File: src/rtl/seg_display_driver.sv
// seg_display_driver: double-dabble BCD converter feeding a 4-digit multiplexed seven-segment display
module seg_display_driver #(
   parameter int REFRESH_DIV = 100000,
   parameter int BLINK_DIV   = 25000000
) (
   input  logic        clk,
   input  logic        rst,
   input  logic [13:0] number,
   input  logic [1:0]  select,
   input  logic [1:0]  mode,
   output logic [6:0]  seg,
   output logic        dp,
   output logic [3:0]  an,
   output logic [15:0] bcd,
   output logic        bcd_valid
);
   localparam int RW = REFRESH_DIV > 1 ? $clog2(REFRESH_DIV) : 1;
   localparam int BW = BLINK_DIV > 1 ? $clog2(BLINK_DIV) : 1;
   typedef enum logic [1:0] {IDLE, SHIFT, DONE} state_t;
   state_t state_q, state_d;
   logic [13:0] bin_q, bin_d, last_q, last_d, sat;
   logic [15:0] scratch_q, scratch_d, adj, bcd_q, bcd_d;
   logic [3:0]  cnt_q, cnt_d;
   logic        bcd_valid_q, bcd_valid_d;
   logic [RW-1:0] scan_q, scan_d;
   logic [BW-1:0] blink_cnt_q, blink_cnt_d;
   logic [1:0]  slot_q, slot_d;
   logic        blink_on_q, blink_on_d, wrap, bwrap, blank;
   logic [3:0]  an_q, an_d, digit;
   logic [6:0]  seg_q, seg_d, mode_seg, sel_seg;
   logic        dp_q, dp_d;
   function automatic logic [6:0] dec(input logic [3:0] d);
      case (d)
         4'd0: dec = 7'b1000000;
         4'd1: dec = 7'b1111001;
         4'd2: dec = 7'b0100100;
         4'd3: dec = 7'b0110000;
         4'd4: dec = 7'b0011001;
         4'd5: dec = 7'b0010010;
         4'd6: dec = 7'b0000010;
         4'd7: dec = 7'b1111000;
         4'd8: dec = 7'b0000000;
         4'd9: dec = 7'b0010000;
         default: dec = 7'b1111111;
      endcase
   endfunction
   assign sat = number > 14'd9999 ? 14'd9999 : number;
   always_comb begin
      state_d     = state_q;
      bin_d       = bin_q;
      scratch_d   = scratch_q;
      cnt_d       = cnt_q;
      last_d      = last_q;
      bcd_d       = bcd_q;
      bcd_valid_d = 1'b0;
      adj         = scratch_q;
      for (int i = 0; i < 4; i++)
         adj[4*i+:4] = scratch_q[4*i+:4] >= 4'd5 ? scratch_q[4*i+:4] + 4'd3 : scratch_q[4*i+:4];
      case (state_q)
         IDLE:
            if (sat != last_q) begin
               bin_d     = sat;
               scratch_d = 16'h0;
               last_d    = sat;
               cnt_d     = 4'd13;
               state_d   = SHIFT;
            end
         SHIFT: begin
            scratch_d = {adj[14:0], bin_q[13]};
            bin_d     = {bin_q[12:0], 1'b0};
            cnt_d     = cnt_q - 4'd1;
            state_d   = cnt_q == 4'd0 ? DONE : SHIFT;
         end
         DONE: begin
            bcd_d       = scratch_q;
            bcd_valid_d = 1'b1;
            state_d     = IDLE;
         end
         default: state_d = IDLE;
      endcase
   end
   // display registers are refreshed only on slot boundaries, using the incoming slot and blink phase
   always_comb begin
      wrap        = scan_q == RW'(REFRESH_DIV - 1);
      bwrap       = blink_cnt_q == BW'(BLINK_DIV - 1);
      scan_d      = wrap ? '0 : scan_q + RW'(1);
      slot_d      = wrap ? slot_q + 2'd1 : slot_q;
      blink_cnt_d = bwrap ? '0 : blink_cnt_q + BW'(1);
      blink_on_d  = bwrap ? ~blink_on_q : blink_on_q;
      digit       = bcd_q[4*slot_d+:4];
      mode_seg    = mode == 2'd3 ? 7'b0111111 : dec({2'b00, mode});
      sel_seg     = select == 2'd0 ? mode_seg : dec(digit);
      blank       = select == 2'd0 && (slot_d != 2'd0 || !blink_on_d);
      an_d        = wrap ? (blank ? 4'b1111 : ~(4'b0001 << slot_d)) : an_q;
      seg_d       = wrap ? (blank ? 7'b1111111 : sel_seg) : seg_q;
      dp_d        = wrap ? ~(select == 2'd3 && slot_d == 2'd3) : dp_q;
   end
   always_ff @(posedge clk) begin
      if (rst) begin
         state_q     <= IDLE;
         bin_q       <= '0;
         scratch_q   <= '0;
         cnt_q       <= '0;
         last_q      <= '0;
         bcd_q       <= '0;
         bcd_valid_q <= 1'b0;
         scan_q      <= '0;
         slot_q      <= '0;
         blink_cnt_q <= '0;
         blink_on_q  <= 1'b1;
         an_q        <= 4'b1111;
         seg_q       <= 7'b1111111;
         dp_q        <= 1'b1;
      end else begin
         state_q     <= state_d;
         bin_q       <= bin_d;
         scratch_q   <= scratch_d;
         cnt_q       <= cnt_d;
         last_q      <= last_d;
         bcd_q       <= bcd_d;
         bcd_valid_q <= bcd_valid_d;
         scan_q      <= scan_d;
         slot_q      <= slot_d;
         blink_cnt_q <= blink_cnt_d;
         blink_on_q  <= blink_on_d;
         an_q        <= an_d;
         seg_q       <= seg_d;
         dp_q        <= dp_d;
      end
   end
   assign seg       = seg_q;
   assign dp        = dp_q;
   assign an        = an_q;
   assign bcd       = bcd_q;
   assign bcd_valid = bcd_valid_q;
endmodule

File: config.mk
export PLATFORM = sky130hd
export DESIGN_NAME = seg_display_driver
export DESIGN_NICKNAME = d
export VERILOG_FILES = /design/src/rtl/seg_display_driver.sv
export SDC_FILE = /design/constraint.sdc
export NUM_CORES = 1
export LEC_CHECK = 0
export CAP_MARGIN = 20
export CORE_MARGIN = 8
export CORE_UTILIZATION = 52
export CTS_CLUSTER_SIZE = 24
export DETAILED_ROUTE_END_ITERATION = 16
export PLACE_DENSITY_LB_ADDON = 0.05
export SYNTH_ARGS = -nofsm -noshare
export SYNTH_HDL_FRONTEND = slang
export SYNTH_SLANG_ARGS = --single-unit
File: constraint.sdc
create_clock -name clk -period 3.57 [get_ports clk]
set_input_delay 0.714 -clock clk [delete_from_list [all_inputs] [get_ports clk]]
set_output_delay 0.714 -clock clk [all_outputs]
set_load 0.02 [all_outputs]
==> flow_results.org <==
** Setup path
- Launching element type of the critical path :: flip-flop
- Kind of cell adding the most delay to the critical path :: simple AND/OR/NAND/NOR gates
- The cell that appears most often on the critical path is sky130_fd_sc_hd__o221ai_1.
- Of all nets on the critical path, the largest fanout is 6.
- The number of buffers and inverters on the critical path is 1.
- Delay contributed by the slowest stage of the critical path :: 0.57 ns
- Worst Path Class, Setup :: flip-flop to flip-flop
- The slowest stage of the critical path is the sky130_fd_sc_hd__or4_4 cell.
- Data on the critical path is required at its endpoint by between 3 and 4 ns.
- Crit path capture type :: flip-flop
- Data on the critical path arrives at its endpoint at between 3 and 4 ns.
- Worst-path cell chain :: or4_4 > nor4b_4 > mux2_2 > o221ai_1 > inv_1 > ha_1 > or4_1 > o221ai_1 > a21oi_1

** STA
- The final critical path takes up between 80% and 90% of the cycle.
- The worst pin sits at a relative slew slack of between 20 and 30%.
- The max-slew violation count came to 0.
- Setup repair after global routing left no endpoint under its margin.
- Number of endpoints with negative hold slack in the final report :: 0
- Slew @ Worst Pin :: around 1.1 ns
- Post-Route Setup TNS :: 0 ns
- Final setup violation count :: 0
- For this run, the top clock speed supported by timing is approximately 320 MHz.
- For the finished layout, the period the worst path requires is approximately 3.1 ns.
- Final Worst Setup Slack :: around 0.45 ns
- The clock arrives with 0.00676 ns of skew.

** Clock tree
- Clock latency of the later-clocked register in the worst-skew pair :: approximately 0.42 ns
- The longest clock path from root to sink contains 2 buffers.
- Counting every sink on the clock net gives 124.
- The number of setup buffers added after CTS is 0.
- TritonCTS clock tree :: built
- The number of clock buffers added by TritonCTS is 17.
- Clock root buffer :: sky130_fd_sc_hd__clkbuf_16
- After clock tree synthesis, the flow added hold-fix buffers numbering 0.
- Htree depth :: 4
- Clock-pin slew was measured on the worst setup and hold paths at approximately 0.050 ns.
- After clock tree synthesis, the repair step resized 0 gates.

** Global routing
- First-pass GRT wire length :: 22800 um
- Antenna violations before repair :: 0
- The number of global-route vias before repair is 4865.
- Global-route congestion overflow total :: 0
- Across every metal layer, demand over resource in global routing totals between 10% and 20%.
- Maximum number of pins on one net before global-route repair :: 61

** Synthesis
- Library cell with the highest instance count after synthesis :: sky130_fd_sc_hd__dfxtp_1
- Proportion of synthesized chip area in sequential cells :: 42.3%
- After synthesis the cells add up to about 0.0059 mm2.
- Syn avg cell area :: around 8.3 um2
- By area the synthesized netlist is led by sky130_fd_sc_hd__dfxtp_1 (42%), sky130_fd_sc_hd__nand2_1 (6.1%), sky130_fd_sc_hd__nor2_1 (5.1%).
- Number of enable flip-flop cells after synthesis :: 0
- For this run, the leading register cell type out of synthesis is sky130_fd_sc_hd__dfxtp_1.
- Share of synthesized flip-flops with an asynchronous set or reset :: 0%
- Top cell type's share of synthesized area :: a little over two fifths
- Yosys Warn Count :: 0
- The number of nets handed over by synthesis was between 700 and 800.
- Flop and latch count out of synthesis :: between 100 and 150
- After technology mapping, the gate count stands at between 700 and 800.
- Summed over all instances, the cell type with the most area after synthesis is sky130_fd_sc_hd__dfxtp_1.
- The synthesized netlist contains 57 unique library cells.
- Most common library cells after synthesis :: sky130_fd_sc_hd__dfxtp_1 (124), sky130_fd_sc_hd__nand2_1 (96), sky130_fd_sc_hd__nor2_1 (79)

** Cells and area
- 0 antenna diodes ended up in the layout.
- Finished layout cell area :: 0.00715 mm2
- In the final layout, the share of cells above drive strength 1 is 9.07%.
- Final-stage net count :: 795
- Area growth from synthesis to layout :: 21.9%
- Final cell count without fillers :: between 900 and 1000

** Routing
- The detailed router finished its first iteration with a little over 300 violations.
- Average via count per standard cell :: approximately 5.6
- Number of remaining DRC errors :: 0
- The routed design has between 10000 and 15000 um of wire.
- Number of iterations in the first detailed-routing pass :: 5
- Average wire length per cell after detail routing :: roughly 15 um
- The detail route stage leaves a number of antenna-violating nets equal to 0.
- For this block, the via count after detailed routing is just over 5000.

** Floorplan
- Die Area :: 0.0149 mm2
- Die H :: 122 um
- Effective utilization at floorplan :: 52.3%
- The total area inside the core boundary comes to roughly 0.011 mm2.
- The die is roughly 120 um wide.
- Std-Cell Rows :: 39
- 49 I/O pins were placed.

** Placement
- HPWL after DPL :: between 9000 and 10000 um
- Counting tap cells, the placed design contains a total of between 800 and 900 instances.
- Routability-driven placement finished with a final weighted congestion of 0.790.
- OpenSTA, run right after detailed placement, puts the worst setup slack at between 0.1 and 0.15 ns.
- Port buffering added 48 buffers.
- Post-Place Cell Area :: around 0.0065 mm2

** Min path
- Path type of the worst min-delay path :: flip-flop to flip-flop

** Power
- VDD sags by at most ~350 uV.
- In this run the static leakage power is roughly 2.7 nW.
- In this run the power density over the cells is roughly 490 mW/mm2.

** Job
- Across the run, the number of max-cap violations was 0.

** Outcome
- The flow ran to the end, and the final reports show no timing, DRC or antenna violations.
-- state kept, by name, summed over array words and instances (netlist names), 2 cells and up --
signal	flops
blink_cnt_q	25
scan_q	17
bcd	16
scratch_q	16
bin_q	14
last_q	14
seg	7
an	4
cnt_q	4
slot_q	2
state_q	2
-- per-layer routing --
metal / vias to the layer above / GRT usage [%] / part of all wire, %
li1: 2577 / - / -
met1: 2410 / 22.9 / 45
met2: 85 / 31.6 / 50
met3: 16 / 5.80 / 3.8
met4: 0 / 6.63 / 1.1
met5: - / 0 / 0
-- path summary, 6_finish.rpt --
| path | startpoint | endpoint | slack (ns) | cells past startpoint |
|---|---|---|---|---|
| setup / recovery | scan_q[6] | seg[5] | 0.45 | 9 |
| hold / removal | bin_q[0] | bin_q[0] | 0.46 | 2 |
| setup reg to reg | scan_q[6] | seg[5] | 0.45 | 9 |
| hold reg to reg | bin_q[0] | bin_q[0] | 0.46 | 2 |
-- cell families (layout without fill, tap and decap cells) --
family	after synthesis	after routing	share of synthesized area (%)
buf+inv	58	123	3.81
mux	12	12	2.17
simple gates	290	290	24.0
fa+ha+maj	16	16	3.41
xor+xnor	48	48	7.16
compound gates	159	159	17.1
flops	124	124	42.3
-- area by class of cell --
| class | instances | area, um2 |
|---|---|---|
| tap | 143 | 179 |
| clock buffer | 26 | 519 |
| fill | 944 | 4070 |
| inverter | 27 | 101 |
| clock inverter | 6 | 105 |
| timing repair buffer | 64 | 596 |
| sequential | 124 | 2480 |
| multi-input combinational | 525 | 3170 |
-- cell usage in the layout (no fill, tap or decap), types with 6 or more instances in the layout --
cell type	count
sky130_fd_sc_hd__nand3b_1	6
sky130_fd_sc_hd__and3_1	14
sky130_fd_sc_hd__o21bai_1	6
sky130_fd_sc_hd__or3_1	10
sky130_fd_sc_hd__a22o_1	13
sky130_fd_sc_hd__buf_4	16
sky130_fd_sc_hd__dfxtp_1	124
sky130_fd_sc_hd__ha_1	16
sky130_fd_sc_hd__nor2_1	79
sky130_fd_sc_hd__nand3_1	30
sky130_fd_sc_hd__xor2_1	31
sky130_fd_sc_hd__nand2_1	96
sky130_fd_sc_hd__nand2b_1	11
sky130_fd_sc_hd__clkbuf_8	6
sky130_fd_sc_hd__a31oi_1	16
sky130_fd_sc_hd__a21oi_1	59
sky130_fd_sc_hd__mux2i_1	6
sky130_fd_sc_hd__inv_1	27
sky130_fd_sc_hd__clkdlybuf4s50_1	47
sky130_fd_sc_hd__nor3_1	7
sky130_fd_sc_hd__mux2_2	6
sky130_fd_sc_hd__xnor2_1	17
sky130_fd_sc_hd__o21ai_0	30
sky130_fd_sc_hd__clkbuf_16	17
-- power by group --
part	switching [mW]	total (mW)	internal [mW]	leakage [nW]
logic	0.123	0.215	0.0922	1.36
registers	0.0360	1.46	1.42	1.01
clock network	0.600	1.81	1.21	0.310
total	0.759	3.48	2.72	2.68
-- stage by stage --
stage	util (%)	total power, mW	hold WS (ns)
2_1_floorplan	-	1.63	0.430
3_3_place_gp	58.1	1.70	0.447
3_5_place_dp	58.1	1.70	0.451
4_1_cts	63.7	3.50	0.459
5_1_grt	63.7	3.59	0.487
6_report	63.7	3.48	0.458
-- worst min-delay path: cells and delay by family (launching register included) --
| kind | cells | cell delay, ns |
|---|---|---|
| flops | 1 | 0.30 |
| compound gates | 1 | 0.05 |
| simple gates | 1 | 0.05 |
Note: power is estimated with default switching activity, not from simulation.
